File: src/rtl/im_loader_pkg.sv
// Shared constants and state encoding for the instruction-memory loader.
package im_loader_pkg;

    localparam int unsigned DepthWords  = 2048;
    localparam int unsigned CntWDefault = 12;
    localparam int unsigned AddrW       = 11;

    typedef enum logic [2:0] {
        StIdle  = 3'd0,
        StCntHi = 3'd1,
        StCntLo = 3'd2,
        StData  = 3'd3,
        StWrite = 3'd4,
        StDone  = 3'd5
    } state_e;

endpackage

File: src/rtl/im_loader.sv
// Loads a length-prefixed big-endian byte stream into the instruction RAM write port.
module im_loader
    import im_loader_pkg::*;
#(
    parameter int unsigned DEPTH_WORDS = DepthWords,
    parameter int unsigned CNT_W       = CntWDefault
) (
    input  logic        clk_i,
    input  logic        reset_i,
    input  logic        start_i,
    input  logic [7:0]  byte_in_i,
    input  logic        byte_valid_i,
    output logic        byte_ready_o,
    output logic        we_o,
    output logic [12:2] waddr_o,
    output logic [31:0] wdata_o,
    output logic        busy_o,
    output logic        done_o,
    output logic        err_o
);

    state_e             state_q, state_d;
    logic [7:0]         cnt_hi_q, cnt_hi_d;
    logic [CNT_W-1:0]   remaining_q, remaining_d;
    logic [1:0]         idx_q, idx_d;
    logic [23:0]        buf_q, buf_d;
    logic [31:0]        wdata_q, wdata_d;
    logic [AddrW-1:0]   waddr_q, waddr_d;
    logic               busy_q, busy_d;
    logic               err_q, err_d;

    logic [15:0]        n_count;
    logic               xfer;

    always_ff @(posedge clk_i) begin
        if (reset_i) begin
            state_q     <= StIdle;
            cnt_hi_q    <= '0;
            remaining_q <= '0;
            idx_q       <= '0;
            buf_q       <= '0;
            wdata_q     <= '0;
            waddr_q     <= '0;
            busy_q      <= 1'b0;
            err_q       <= 1'b0;
        end else begin
            state_q     <= state_d;
            cnt_hi_q    <= cnt_hi_d;
            remaining_q <= remaining_d;
            idx_q       <= idx_d;
            buf_q       <= buf_d;
            wdata_q     <= wdata_d;
            waddr_q     <= waddr_d;
            busy_q      <= busy_d;
            err_q       <= err_d;
        end
    end

    // Ready depends on state only, so there is no path from byte_valid_i to byte_ready_o.
    always_comb begin
        byte_ready_o = (state_q == StCntHi) || (state_q == StCntLo) || (state_q == StData);
        we_o         = (state_q == StWrite);
        done_o       = (state_q == StDone);
        busy_o       = busy_q;
        err_o        = err_q;
        waddr_o      = waddr_q;
        wdata_o      = wdata_q;
    end

    assign xfer    = byte_valid_i && byte_ready_o;
    assign n_count = {cnt_hi_q, byte_in_i};

    always_comb begin
        state_d     = state_q;
        cnt_hi_d    = cnt_hi_q;
        remaining_d = remaining_q;
        idx_d       = idx_q;
        buf_d       = buf_q;
        wdata_d     = wdata_q;
        waddr_d     = waddr_q;
        busy_d      = busy_q;
        err_d       = err_q;

        case (state_q)
            StIdle: begin
                if (start_i) begin
                    state_d = StCntHi;
                    busy_d  = 1'b1;
                    err_d   = 1'b0;
                    waddr_d = '0;
                    idx_d   = '0;
                end
            end
            StCntHi: begin
                if (xfer) begin
                    cnt_hi_d = byte_in_i;
                    state_d  = StCntLo;
                end
            end
            StCntLo: begin
                if (xfer) begin
                    if (n_count == 16'd0) begin
                        state_d = StDone;
                        busy_d  = 1'b0;
                    end else if (32'(n_count) > DEPTH_WORDS) begin
                        err_d   = 1'b1;
                        busy_d  = 1'b0;
                        state_d = StIdle;
                    end else begin
                        remaining_d = n_count[CNT_W-1:0];
                        state_d     = StData;
                    end
                end
            end
            StData: begin
                if (xfer) begin
                    buf_d = {buf_q[15:0], byte_in_i};
                    idx_d = idx_q + 2'd1;
                    if (idx_q == 2'd3) begin
                        wdata_d = {buf_q, byte_in_i};
                        state_d = StWrite;
                    end
                end
            end
            StWrite: begin
                waddr_d = waddr_q + AddrW'(1);
                idx_d   = '0;
                if (remaining_q != '0) begin
                    remaining_d = remaining_q - CNT_W'(1);
                end
                if (remaining_q <= CNT_W'(1)) begin
                    state_d = StDone;
                    busy_d  = 1'b0;
                end else begin
                    state_d = StData;
                end
            end
            StDone: begin
                state_d = StIdle;
            end
            default: begin
                state_d = StIdle;
                busy_d  = 1'b0;
            end
        endcase
    end

endmodule

File: config.mk
export PLATFORM = sky130hd
export DESIGN_NAME = im_loader
export DESIGN_NICKNAME = d
export VERILOG_FILES = /design/src/rtl/im_loader_pkg.sv /design/src/rtl/im_loader.sv
export SDC_FILE = /design/constraint.sdc
export NUM_CORES = 1
export LEC_CHECK = 0
export ABC_CLOCK_PERIOD_IN_PS = 1960
export BUFFER_PORTS_ARGS = -buffer_cell sky130_fd_sc_hd__buf_4
export CAP_MARGIN = 20
export CELL_PAD_IN_SITES_DETAIL_PLACEMENT = 2
export CELL_PAD_IN_SITES_GLOBAL_PLACEMENT = 2
export CORE_MARGIN = 2
export CORE_UTILIZATION = 30
export DETAILED_ROUTE_END_ITERATION = 8
export GPL_TIMING_DRIVEN = 1
export PLACE_DENSITY_LB_ADDON = 0.1
export SETUP_SLACK_MARGIN = 0.15
export SLEW_MARGIN = 20
export SYNTH_ARGS = -nofsm -noshare
export SYNTH_HDL_FRONTEND = slang
export SYNTH_SLANG_ARGS = --single-unit
export TNS_END_PERCENT = 50
File: constraint.sdc
create_clock -name clk_i -period 1.96 [get_ports clk_i]
set_input_delay 0.098 -clock clk_i [delete_from_list [all_inputs] [get_ports clk_i]]
set_output_delay 0.098 -clock clk_i [all_outputs]
set_load 0.05 [all_outputs]
* Word level (Yosys, flattened, before mapping)
Cells that the tools add are included.
Word-level totals: register bits 94, output and inout port bits 48
Operators by class: add/subtract/negate cells 3, magnitude comparators 2, equality and inequality tests 17, multiplexer cells 30, bitwise gates (word level) 1, reduce and logical (&&, ||, !) cells 20
Operators by type and width (number):
- 12-bit 2-to-1 mux | 4
- 12-bit case mux with 2 select lines | 1
- 11-bit case mux with 2 select lines | 1
- 3-bit 2-to-1 mux | 7
- 5-bit AND reduction | 4
- 16-bit by 12-bit > comparator with 1-bit output (second input constant) | 1
- 16-bit logical NOT | 1
- 3-bit case mux with 5 select lines | 1
- 12-bit by 1-bit less-or-equal comparator with 1-bit output (second input constant) | 1
- 2-bit inequality test (second input constant) | 6
- 12-bit nonzero test | 1
- 12-bit by 1-bit subtractor with 12-bit output (second input constant) | 1
- 11-bit by 1-bit adder with 11-bit output (second input constant) | 1
- 11-bit 2-to-1 mux | 1
- 1-bit 2-to-1 mux | 9
- 2-bit by 1-bit inequality test with 1-bit output (second input constant) | 4
- 3-bit by 2-bit == test with 1-bit output (second input constant) | 2
- 3-bit == test (second input constant) | 2
- 2-bit 2-to-1 mux | 3
- 2-bit case mux with 3 select lines | 1
- 2-bit AND reduction | 3
- 3-bit AND reduction | 2
- 2-bit nonzero test | 3
- 1-bit case mux with 4 select lines | 1
- other kinds (11) | 12

* Longest topological paths before layout
Gate-level depths: netlist of the first run.
depth after elaboration 6, mapped depth 8

* Least setup slack after synthesis of the first run
OpenSTA, ideal clock, no wires.
kind reg-to-reg, start point reg remaining_q[0], end point reg remaining_q[10], data arrival time 1.887 ns, path slack -0.045 ns, cell stages (with the launch flop) 8, path buffers 0, cells stage by stage dfxtp_1 inv_1 ha_1 or4b_4 or3_4 o21ai_0 o211ai_1 a32o_2
On the way: cells in the longest elaborated chain, start to end 3, elaborated cells on any way between the ends 6, classes of those cells 1 x add/sub; 1 x eq/ne; 2 x mux; 2 x reduce/logical
Ends and longest elaborated chain:
- start: declaration | RTL line im_loader.sv:24 | logic [CNT_W-1:0] remaining_q, remaining_d;
- start signal: assignment | RTL line im_loader.sv:49 | remaining_q <= remaining_d;
- 12-bit by 1-bit subtractor with 12-bit output / 12-bit nonzero test (equally long branches) | RTL line im_loader.sv:129, im_loader.sv:128
- 12-bit 2-to-1 mux / 2-bit by 1-bit inequality test with 1-bit output (equally long branches)
- 12-bit case mux with 2 select lines / 5-bit AND reduction (equally long branches)
Several ways; a longest one is shown, not always the timed one. The select of a mux whose other input is x is not followed. A chain may end at the register's enable or synchronous reset.

* Worst setup path after layout of the first run
Same ends and word-level chain as after synthesis.

==> results of run 1 <==
-- power breakdown --
group          switching, mW  internal, mW  leakage (nW)
logic                  0.999         0.822          1.15
registers             0.0833          2.01         0.762
clock network          0.821          1.13         0.159
-- registers in the layout, summed over array words and instances (netlist names) --
register,flops
buf_q,24
busy_o,1
cnt_hi_q,8
err_o,1
idx_q,2
remaining_q,12
state_q,3
waddr_o,11
wdata_o,32
-- placed cells by master, fill, tap and decap left out, types with 7 or more instances in the layout --
cell	synthesis	final
o211ai_1	7	7
nor2_1	29	27
clkbuf_16	0	9
dfxtp_1	94	86
a21oi_1	80	78
nand2_1	152	152
buf_4	2	100
nand3_1	14	13
dfxtp_2	0	8
o21ai_0	16	14
-- stage by stage --
step	utilization (%)	setup slack [ns]	instances	area, um^2
after global placement	37.53	-0.02264	773	5010
final	41.89	-0.06970	796	5592
after CTS	41.42	-0.05782	794	5529
after global routing	41.89	-0.1363	796	5592
after floorplan	-	0.001164	530	4144
after detailed placement	37.53	-0.07383	773	5010
-- path summary, 6_finish.rpt --
check                    end  slack (ns)
min               wdata_o[1]        0.03
min reg2reg       wdata_o[0]        0.46
max          remaining_q[10]       -0.07
max reg2reg  remaining_q[10]       -0.07
-- kinds of logic after synthesis --
family,count (synthesis),share of synthesized area (%)
AO/OA/AOI/OAI,137,19.76
AND/OR/NAND/NOR,248,27.81
flip-flops,94,45.71
multiplexers,4,0.9727
buffers and inverters,42,4.225
adder cells (fa/ha/maj),5,1.520
-- per-layer routing --
| layer | vias up | GRT usage, % | wire, um |
|---|---|---|---|
| li1 | 2000 | - | - |
| met1 | 2035 | 25.77 | 6482 |
| met2 | 56 | 36.17 | 7168 |
| met3 | 16 | 2.397 | 340 |
| met4 | 0 | 7.543 | 268 |
| met5 | - | 0 | 0 |
-- area by class of cell --
class,count,area share [%]
multi-input cells,394,40.52
flip-flops and latches,94,33.83
inverters,9,0.6265
clock inverters,6,1.678
well taps,176,3.938
clock buffers,10,4.095
repair buffers,107,15.31
-- worst register-to-register path, cell delays in order (launching register included) --
cell and delay [ns]:
dfxtp_2 0.33, inv_2 0.07, ha_4 0.14, or4b_4 0.46, or3_4 0.37, or3_1 0.34, a21oi_2 0.13, a32o_2 0.13
-- repair_timing --
| item | 4_1_cts | 5_1_grt |
|---|---|---|
| hold endpoints to repair | 0 | 0 |
| gates resized for setup | 31 | 14 |
| hold buffers | 0 | 0 |
| endpoints found under the setup margin | 18 | 21 |
| setup buffers | 5 | 2 |
| pin swaps | 21 | 5 |
==> results.sh, run 1 <==
export IMPL_tritoncts="yes"
export IMPL_synth_warnings=0
export IMPL_p_per_area_mw_per_mm2=1049
export IMPL_synth_top_area_cell="dfxtp_1"
export IMPL_min_from="byte_in_i[1]"
export IMPL_die_area_mm2=0.01467
export IMPL_yosys_top_cells_area="dfxtp_1 (46%), nand2_1 (14%), a21oi_1 (9.7%)"
export IMPL_synth_edf_count=0
export IMPL_rsz0062_at_grt="yes"
export IMPL_yosysMostFrequentCell="nand2_1"
export IMPL_initial_core_util_pct=30.84
export IMPL_violations="setup timing"
export IMPL_place_gp_congestion=0.8270
export IMPL_total_power_mw=5.864
export IMPL_die_w_um=121.1
export IMPL_clk_pin_slew_worst_paths_ns=0.07
export IMPL_path_max_fanout=5
export IMPL_hold_path_class="input port to flop"
export IMPL_grt_max_degree=37
export IMPL_clockBufferDepth=2
export IMPL_boundaryPins=60
export IMPL_finClkSkew_ns=0.006558
export IMPL_final_nets=632
export IMPL_post_drt_wl_per_cell_um=17.91
export IMPL_status="complete, but fails checks"
export IMPL_num_rows=42
export IMPL_cp_end_kind="flop"
export IMPL_drt_initial_drc_count=153
export IMPL_post_dp_hpwl_mm=9.762
export IMPL_setup_tns_ns=-0.1228
export IMPL_die_y_um=121.1
export IMPL_crit_path_start_kind="flop"
export IMPL_grt_usage_pct=20.55
export IMPL_worst_pin_slew_ns=0.4907
export IMPL_netlist_instances=530
export IMPL_slew_headroom_pct=66.98
export IMPL_grt_pass1_wl_mm=23.64
export IMPL_drive_above_1_share_pct=27.42
export IMPL_worstHoldPathCells=3
export IMPL_path_class="flop to flop"
export IMPL_ys_types=51
export IMPL_cap_violations=0
export IMPL_setup_viol=4
export IMPL_insertion_delay_ns=0.35
export IMPL_clock_sinks=94
export IMPL_report_final_slew_viol_count=0
export IMPL_netlist_area_mm2=0.004116
export IMPL_viasPerCell=5.160
export IMPL_worst_slack_ns=-0.06970
export IMPL_crit_path_start="remaining_q[0]"
export IMPL_ys_ff_latch=94
export IMPL_r2r_worst_path_cells=7
export IMPL_antenna_found_initial=0
export IMPL_htreeDepth=3
export IMPL_path_cells="inv_2 -> ha_4 -> or4b_4 -> or3_4 -> or3_1 -> a21oi_2 -> a32o_2"
export IMPL_fillerInstances=1499
export IMPL_grt_pass1_vias=4512
export IMPL_syn_area_per_cell_um2=7.767
export IMPL_ir_drop_uv=585.7
export IMPL_slowest_delay_ns=0.46
export IMPL_ys_seq_area_share_pct=45.71
export IMPL_ys_async_sr_fraction_pct=0
export IMPL_route_vias_total=4107
export IMPL_numCtsBuffers=9
export IMPL_syn2layout_area_growth_pct=35.84
export IMPL_firstDrtPassIters=4
export IMPL_ys_flop_type="dfxtp_1"
export IMPL_worst_path_buf_inv=1
export IMPL_hold_violations=0
export IMPL_insertedDiodeCount=0
export IMPL_place_port_buffers=59
export IMPL_drt_wl_total_mm=14.26
export IMPL_final_min_clock_period_ns=2.030
export IMPL_synth_top_cell_area_share_pct=45.71
export IMPL_grt_remaining_overflow=0
export IMPL_cts_root_buf="clkbuf_16"
export IMPL_coreArea_mm2=0.01335
export IMPL_r2r_start="remaining_q[0]"
export IMPL_fin_crit_sh_pct=103.6
export IMPL_synth_common_cells="nand2_1 (152), dfxtp_1 (94), a21oi_1 (80)"
export IMPL_multiInputGateArea_mm2=0.002266
export IMPL_arrival_ns=2.33
export IMPL_worst_path_stages=7
export IMPL_final_antenna_net_count=0
export IMPL_critPathSlowestCell="or4b_4"
export IMPL_worstPathRequired_ns=2.26
export IMPL_max_freq_mhz=492.7
export IMPL_regArea_mm2=0.001892
export IMPL_p_leak_nw=2.072
export IMPL_syn_nets=547
export IMPL_whs_ns=0.03495
export IMPL_cpLargestDelayFamily="simple AND/OR/NAND/NOR gates"
export IMPL_drc=0
Power figures use the tool's default switching activity.
==> inputs of run 2 (changes only) <==
--- a/config.mk
+++ b/config.mk
@@ -5,12 +5,13 @@
 export SDC_FILE = /design/constraint.sdc
 export NUM_CORES = 1
 export LEC_CHECK = 0
+export ABC_AREA = 1
 export ABC_CLOCK_PERIOD_IN_PS = 1960
 export BUFFER_PORTS_ARGS = -buffer_cell sky130_fd_sc_hd__buf_4
 export CAP_MARGIN = 20
 export CELL_PAD_IN_SITES_DETAIL_PLACEMENT = 2
 export CELL_PAD_IN_SITES_GLOBAL_PLACEMENT = 2
-export CORE_MARGIN = 2
+export CORE_MARGIN = 3
 export CORE_UTILIZATION = 30
 export DETAILED_ROUTE_END_ITERATION = 8
 export GPL_TIMING_DRIVEN = 1
==> run 2 against run 1 <==
The flow now finishes without violations. Maximum frequency is 20% higher. Sequential power is 9.6% higher. Clock power is 7% lower. Cell count is 0.75% higher. Via count is 1.8% lower. Count of clock-buffer cells in the layout is 2 higher. Power is 3.5% higher. Worst hold slack better by 0.018 ns. Die area is 7.3% higher. Worst setup slack better by 0.34 ns. Non-clock buffer count is 40 lower. Global-route usage is 3.1 points lower. Largest power group unchanged.
==> results.sh, run 2 <==
export IMPL_grt_max_degree=64
export IMPL_hold_path_class="input port to flop"
export IMPL_syn_nets=582
export IMPL_netlist_area_mm2=0.004282
export IMPL_yosysMostFrequentCell="nor2_1"
export IMPL_ys_types=33
export IMPL_place_gp_congestion=0.7876
export IMPL_drive_above_1_share_pct=20.26
export IMPL_grt_pass1_vias=4316
export IMPL_cts_root_buf="clkbuf_16"
export IMPL_netlist_instances=565
export IMPL_ys_async_sr_fraction_pct=0
export IMPL_worst_slack_ns=0.2714
export IMPL_report_final_slew_viol_count=0
export IMPL_coreArea_mm2=0.01393
export IMPL_final_common_cell="nor2_1"
export IMPL_ys_ff_latch=94
export IMPL_ys_seq_area_share_pct=43.95
export IMPL_numCtsBuffers=9
export IMPL_synth_common_cells="nor2_1 (97), dfxtp_1 (94), nand2_1 (71)"
export IMPL_grt_remaining_overflow=0
export IMPL_mostFrequentLayoutCells="nor2_1 (94), dfxtp_1 (91), nand2_1 (71), o21ai_0 (61), buf_4 (61)"
export IMPL_min_from="byte_in_i[2]"
export IMPL_num_rows=43
export IMPL_regArea_mm2=0.001886
export IMPL_dpl_cell_area_mm2=0.004837
export IMPL_htreeDepth=3
export IMPL_setup_tns_ns=0
export IMPL_fin_crit_sh_pct=86.15
export IMPL_final_core_util_pct=37.69
export IMPL_clk_pin_slew_worst_paths_ns=0.07
export IMPL_post_dp_hpwl_mm=9.561
export IMPL_ys_flop_type="dfxtp_1"
export IMPL_antenna_found_initial=0
export IMPL_final_antenna_net_count=0
export IMPL_worstPathRequired_ns=2.22
export IMPL_synth_top_area_cell="dfxtp_1"
export IMPL_largest_reg_flops=32
export IMPL_firstDrtPassIters=4
export IMPL_hold_violations=0
export IMPL_insertion_delay_ns=0.35
export IMPL_boundaryPins=60
export IMPL_syn_area_per_cell_um2=7.578
export IMPL_route_vias_total=4034
export IMPL_drt_initial_drc_count=150
export IMPL_final_min_clock_period_ns=1.689
export IMPL_worst_pin_slew_ns=0.4923
export IMPL_r2r_end="wdata_o[7]"
export IMPL_clock_sinks=94
export IMPL_syn2layout_area_growth_pct=22.65
export IMPL_viasPerCell=5.030
export IMPL_min_to="cnt_hi_q[2]"
export IMPL_slew_headroom_pct=66.92
export IMPL_fin_area_mm2=0.005251
export IMPL_whs_ns=0.05338
export IMPL_hold_buffers=0
export IMPL_r2r_worst_path_cells=8
export IMPL_arrival_ns=1.95
export IMPL_drt_wl_total_mm=13.69
export IMPL_status="completed"
export IMPL_rsz0062_at_grt="no"
export IMPL_crit_path_start_kind="flop"
export IMPL_multiInputGateArea_mm2=0.002017
export IMPL_grt_pass1_wl_mm=22.25
export IMPL_total_power_mw=6.071
export IMPL_r2r_setup_slack_ns=0.27
export IMPL_path_class="flop to flop"
export IMPL_path_max_fanout=24
export IMPL_pre_cts_ws_ns=0.04905
export IMPL_ir_drop_uv=449.4
export IMPL_p_per_area_mw_per_mm2=1156
export IMPL_synth_warnings=0
export IMPL_cap_violations=0
export IMPL_clockBufferDepth=2
export IMPL_worstHoldPathCells=3
export IMPL_insertedDiodeCount=0
export IMPL_yosys_top_cells_area="dfxtp_1 (44%), nor2_1 (8.5%), o21ai_0 (7.1%)"
export IMPL_die_area_mm2=0.01574
export IMPL_synth_edf_count=0
export IMPL_post_drt_wl_per_cell_um=17.06
export IMPL_final_nets=634
export IMPL_place_port_buffers=59
export IMPL_finClkSkew_ns=0.005744
export IMPL_die_y_um=125.5
export IMPL_max_freq_mhz=592.2
export IMPL_r2r_start="state_q[2]"
export IMPL_p_leak_nw=2.155
export IMPL_synth_top_cell_area_share_pct=43.95
export IMPL_die_w_um=125.5
export IMPL_setup_viol=0
export IMPL_tritoncts="yes"
export IMPL_initial_core_util_pct=30.73
export IMPL_drc=0
export IMPL_cp_end_kind="flop"
export IMPL_layout_cells_non_filler=802
export IMPL_grt_usage_pct=17.41
export IMPL_dp_cells=783
export IMPL_fillerInstances=1628
[run 2: cell count changes after synthesis, sizes merged, moves of 6 or more]
cell	delta
a21oi	-23
clkbuf	-15
buf	+8
or3	-6
nand2b	-8
nor4	-10
nand3	+19
nor2	+71
o211ai	-7
a211oi	+21
inv	+57
nand2	-77
o21ai	+50
[run 2: critical path: stages, from the launching register on]
cell,delay [ns]
dfxtp_2,0.37
inv_2,0.14
nand3_2,0.17
nor2_4,0.18
nand2_4,0.10
clkinv_2,0.19
buf_12,0.19
nor2_1,0.06
a211oi_1,0.20
[run 2: worst max-delay path by stage]
stage / cells after the start / slack [ns] / start / to
2_1_floorplan: 8 / 0.25 / waddr_o[2] / waddr_o[12]
3_3_place_gp: 7 / 0.17 / state_q[1] / idx_q[0]
3_5_place_dp: 8 / 0.05 / remaining_q[0] / remaining_q[7]
4_1_cts: 4 / 0.13 / state_q[2] / we_o
5_1_grt: 8 / 0.12 / state_q[2] / wdata_o[7]
6_report: 8 / 0.27 / state_q[2] / wdata_o[7]
[run 2: cell type report]
| type | instances | area share (%) |
|---|---|---|
| Sequential cell | 94 | 35.91 |
| Timing Repair Buffer | 67 | 10.94 |
| Clock buffer | 12 | 4.694 |
| Inverter | 65 | 4.718 |
| Multi-Input combinational cell | 380 | 38.41 |
| Tap cell | 180 | 4.289 |
| Clock inverter | 4 | 1.048 |
[run 2: logic make-up after synthesis]
| group | after synthesis | synth area share, % |
|---|---|---|
| compound gates | 153 | 22.00 |
| xor+xnor | 1 | 0.2046 |
| fa+ha+maj | 5 | 1.461 |
| buf+inv | 91 | 9.848 |
| flops | 94 | 43.95 |
| simple gates | 221 | 22.53 |
[run 2: where the power goes]
part	internal [mW]	switching [mW]
clock network	1.03	0.785
logic	0.636	1.33
registers	2.10	0.191
total	3.77	2.30
[run 2: repair_timing]
action	CTS	global route
setup endpoints to repair	11	39
gates cloned	0	1
resized for setup	2	13
pin swaps	1	2
setup buffers	1	1
[run 2: per-layer routing]
layer	global-route usage, %	part of all wire [%]
met4	5.166	1.2
met5	0	0
met3	2.819	2.7
met1	23.08	48
met2	29.17	48
==> inputs of run 3 (changes only) <==
--- a/config.mk
+++ b/config.mk
@@ -16,7 +16,9 @@
 export DETAILED_ROUTE_END_ITERATION = 8
 export GPL_TIMING_DRIVEN = 1
 export PLACE_DENSITY_LB_ADDON = 0.1
+export REMOVE_ABC_BUFFERS = 1
 export SETUP_SLACK_MARGIN = 0.15
+export SKIP_CTS_REPAIR_TIMING = 1
 export SLEW_MARGIN = 20
 export SYNTH_ARGS = -nofsm -noshare
 export SYNTH_HDL_FRONTEND = slang
==> run 3 against run 2 <==
Power decreased by 1.1%. Sequential power about the same. Global-route usage decreased by 0.74 points. Worst setup slack got worse by 0.041 ns. Core utilization increased by 0.26 points. Non-clock buffer count increased by 11. Critical path type unchanged. Largest cell class unchanged. Largest power group unchanged.
==> results.sh, run 3 (synthesis results as in run 2) <==
export IMPL_status="completed"
export IMPL_report_final_slew_viol_count=0
export IMPL_grt_pass1_wl_mm=21.55
export IMPL_place_gp_congestion=0.8115
export IMPL_die_area_mm2=0.01574
export IMPL_setup_tns_ns=0
export IMPL_drc=0
export IMPL_pre_cts_ws_ns=0.06995
export IMPL_clk_pin_slew_worst_paths_ns=0.07
export IMPL_worstPathRequired_ns=2.20
export IMPL_drive_above_1_share_pct=21.92
export IMPL_post_dp_hpwl_mm=9.151
export IMPL_drt_initial_drc_count=188
export IMPL_initial_core_util_pct=30.73
export IMPL_setup_viol=0
export IMPL_ir_drop_uv=474.5
export IMPL_die_y_um=125.5
export IMPL_hold_violations=0
export IMPL_coreArea_mm2=0.01393
export IMPL_grt_usage_pct=16.66
export IMPL_cp_end_kind="flop"
export IMPL_insertion_delay_ns=0.35
export IMPL_grt_remaining_overflow=0
export IMPL_cap_violations=0
export IMPL_rsz0062_at_grt="yes"
export IMPL_die_w_um=125.5
export IMPL_clock_sinks=94
export IMPL_boundaryPins=60
export IMPL_place_port_buffers=59
export IMPL_route_vias_total=4056
export IMPL_grt_pass1_vias=4235
export IMPL_fin_crit_sh_pct=88.24
export IMPL_num_rows=43
export IMPL_largest_reg_flops=32
export IMPL_firstDrtPassIters=4
export IMPL_syn2layout_area_growth_pct=23.50
export IMPL_drt_wl_total_mm=13.45
export IMPL_htreeDepth=3
export IMPL_post_drt_wl_per_cell_um=16.52
export IMPL_r2r_worst_path_cells=8
export IMPL_layout_cells_non_filler=814
export IMPL_dp_cells=787
export IMPL_critPathCapture="remaining_q[4]"
export IMPL_r2r_start="remaining_q[0]"
export IMPL_numCtsBuffers=9
export IMPL_max_freq_mhz=578.2
export IMPL_whs_ns=0.05326
export IMPL_final_min_clock_period_ns=1.730
export IMPL_p_leak_nw=2.193
export IMPL_worst_slack_ns=0.2305
export IMPL_final_nets=646
export IMPL_clockBufferDepth=2
export IMPL_regArea_mm2=0.001886
export IMPL_mostFrequentLayoutCells="nor2_1 (93), dfxtp_1 (91), buf_4 (75), nand2_1 (71), o21ai_0 (61)"
export IMPL_arrival_ns=1.97
export IMPL_viasPerCell=4.983
export IMPL_final_common_cell="nor2_1"
export IMPL_r2r_end="remaining_q[4]"
export IMPL_total_power_mw=6.007
export IMPL_cts_root_buf="clkbuf_16"
export IMPL_worst_pin_slew_ns=0.6767
export IMPL_grt_max_degree=46
export IMPL_fillerInstances=1618
export IMPL_multiInputGateArea_mm2=0.002019
export IMPL_crit_path_start_kind="flop"
export IMPL_r2r_setup_slack_ns=0.23
export IMPL_p_per_area_mw_per_mm2=1136
export IMPL_antenna_found_initial=0
export IMPL_final_antenna_net_count=0
export IMPL_final_core_util_pct=37.95
export IMPL_insertedDiodeCount=0
export IMPL_fin_area_mm2=0.005288
export IMPL_finClkSkew_ns=0.005909
export IMPL_slew_headroom_pct=54.61
export IMPL_crit_path_start="remaining_q[0]"
export IMPL_path_class="flop to flop"
export IMPL_tritoncts="yes"
export IMPL_path_max_fanout=5
export IMPL_dpl_cell_area_mm2=0.004865
export IMPL_hold_path_class="input port to flop"
## run 3: changes by cell type in the layout (fill, tap and decap cells not counted), moves of 2 or more
cell and change:
buf_12 -2, buf_4 +14, clkbuf_1 -2, clkinv_2 +2
inv_6 +2, nor2_2 +2
## run 3: how the worst min path moves through the flow
stage	start	end	slack (ns)	cells past startpoint
floorplan	reset_i	busy_o	0.17	1
global placement	byte_in_i[0]	cnt_hi_q[0]	0.39	3
detailed placement	byte_in_i[0]	cnt_hi_q[0]	0.38	3
CTS	byte_in_i[0]	cnt_hi_q[0]	0.05	3
global route	byte_in_i[3]	cnt_hi_q[3]	0.06	3
finish	byte_in_i[3]	cnt_hi_q[3]	0.05	3
## run 3: layout make-up
type                            count  area share, %
Clock buffer                       10          4.520
Clock inverter                      6         0.7809
Inverter                           65          4.709
Multi-Input combinational cell    381          38.19
Sequential cell                    94          35.66
Tap cell                          180          4.259
Timing Repair Buffer               78          11.88
## run 3: layer usage
layer | global-route usage (%) | vias up | part of all wire [%]
met2 | 28.73 | 48 | 49
met5 | 0 | - | 0
met3 | 4.357 | 12 | 3.1
li1 | - | 1986 | -
met4 | 4.018 | 0 | 1.2
met1 | 20.78 | 2010 | 46
## run 3: power breakdown
part | internal, mW | total (mW) | switching [mW]
Clock | 0.903 | 1.70 | 0.797
Combinational | 0.657 | 2.04 | 1.38
Sequential | 2.10 | 2.27 | 0.169
## run 3: critical path, stage by stage (launching register included)
cell and delay, ns:
dfxtp_1 0.38, inv_1 0.13, ha_1 0.21, nor3b_2 0.18
a31oi_2 0.37, buf_4 0.18, nand3_1 0.07, nand2_1 0.07
nor2_1 0.04
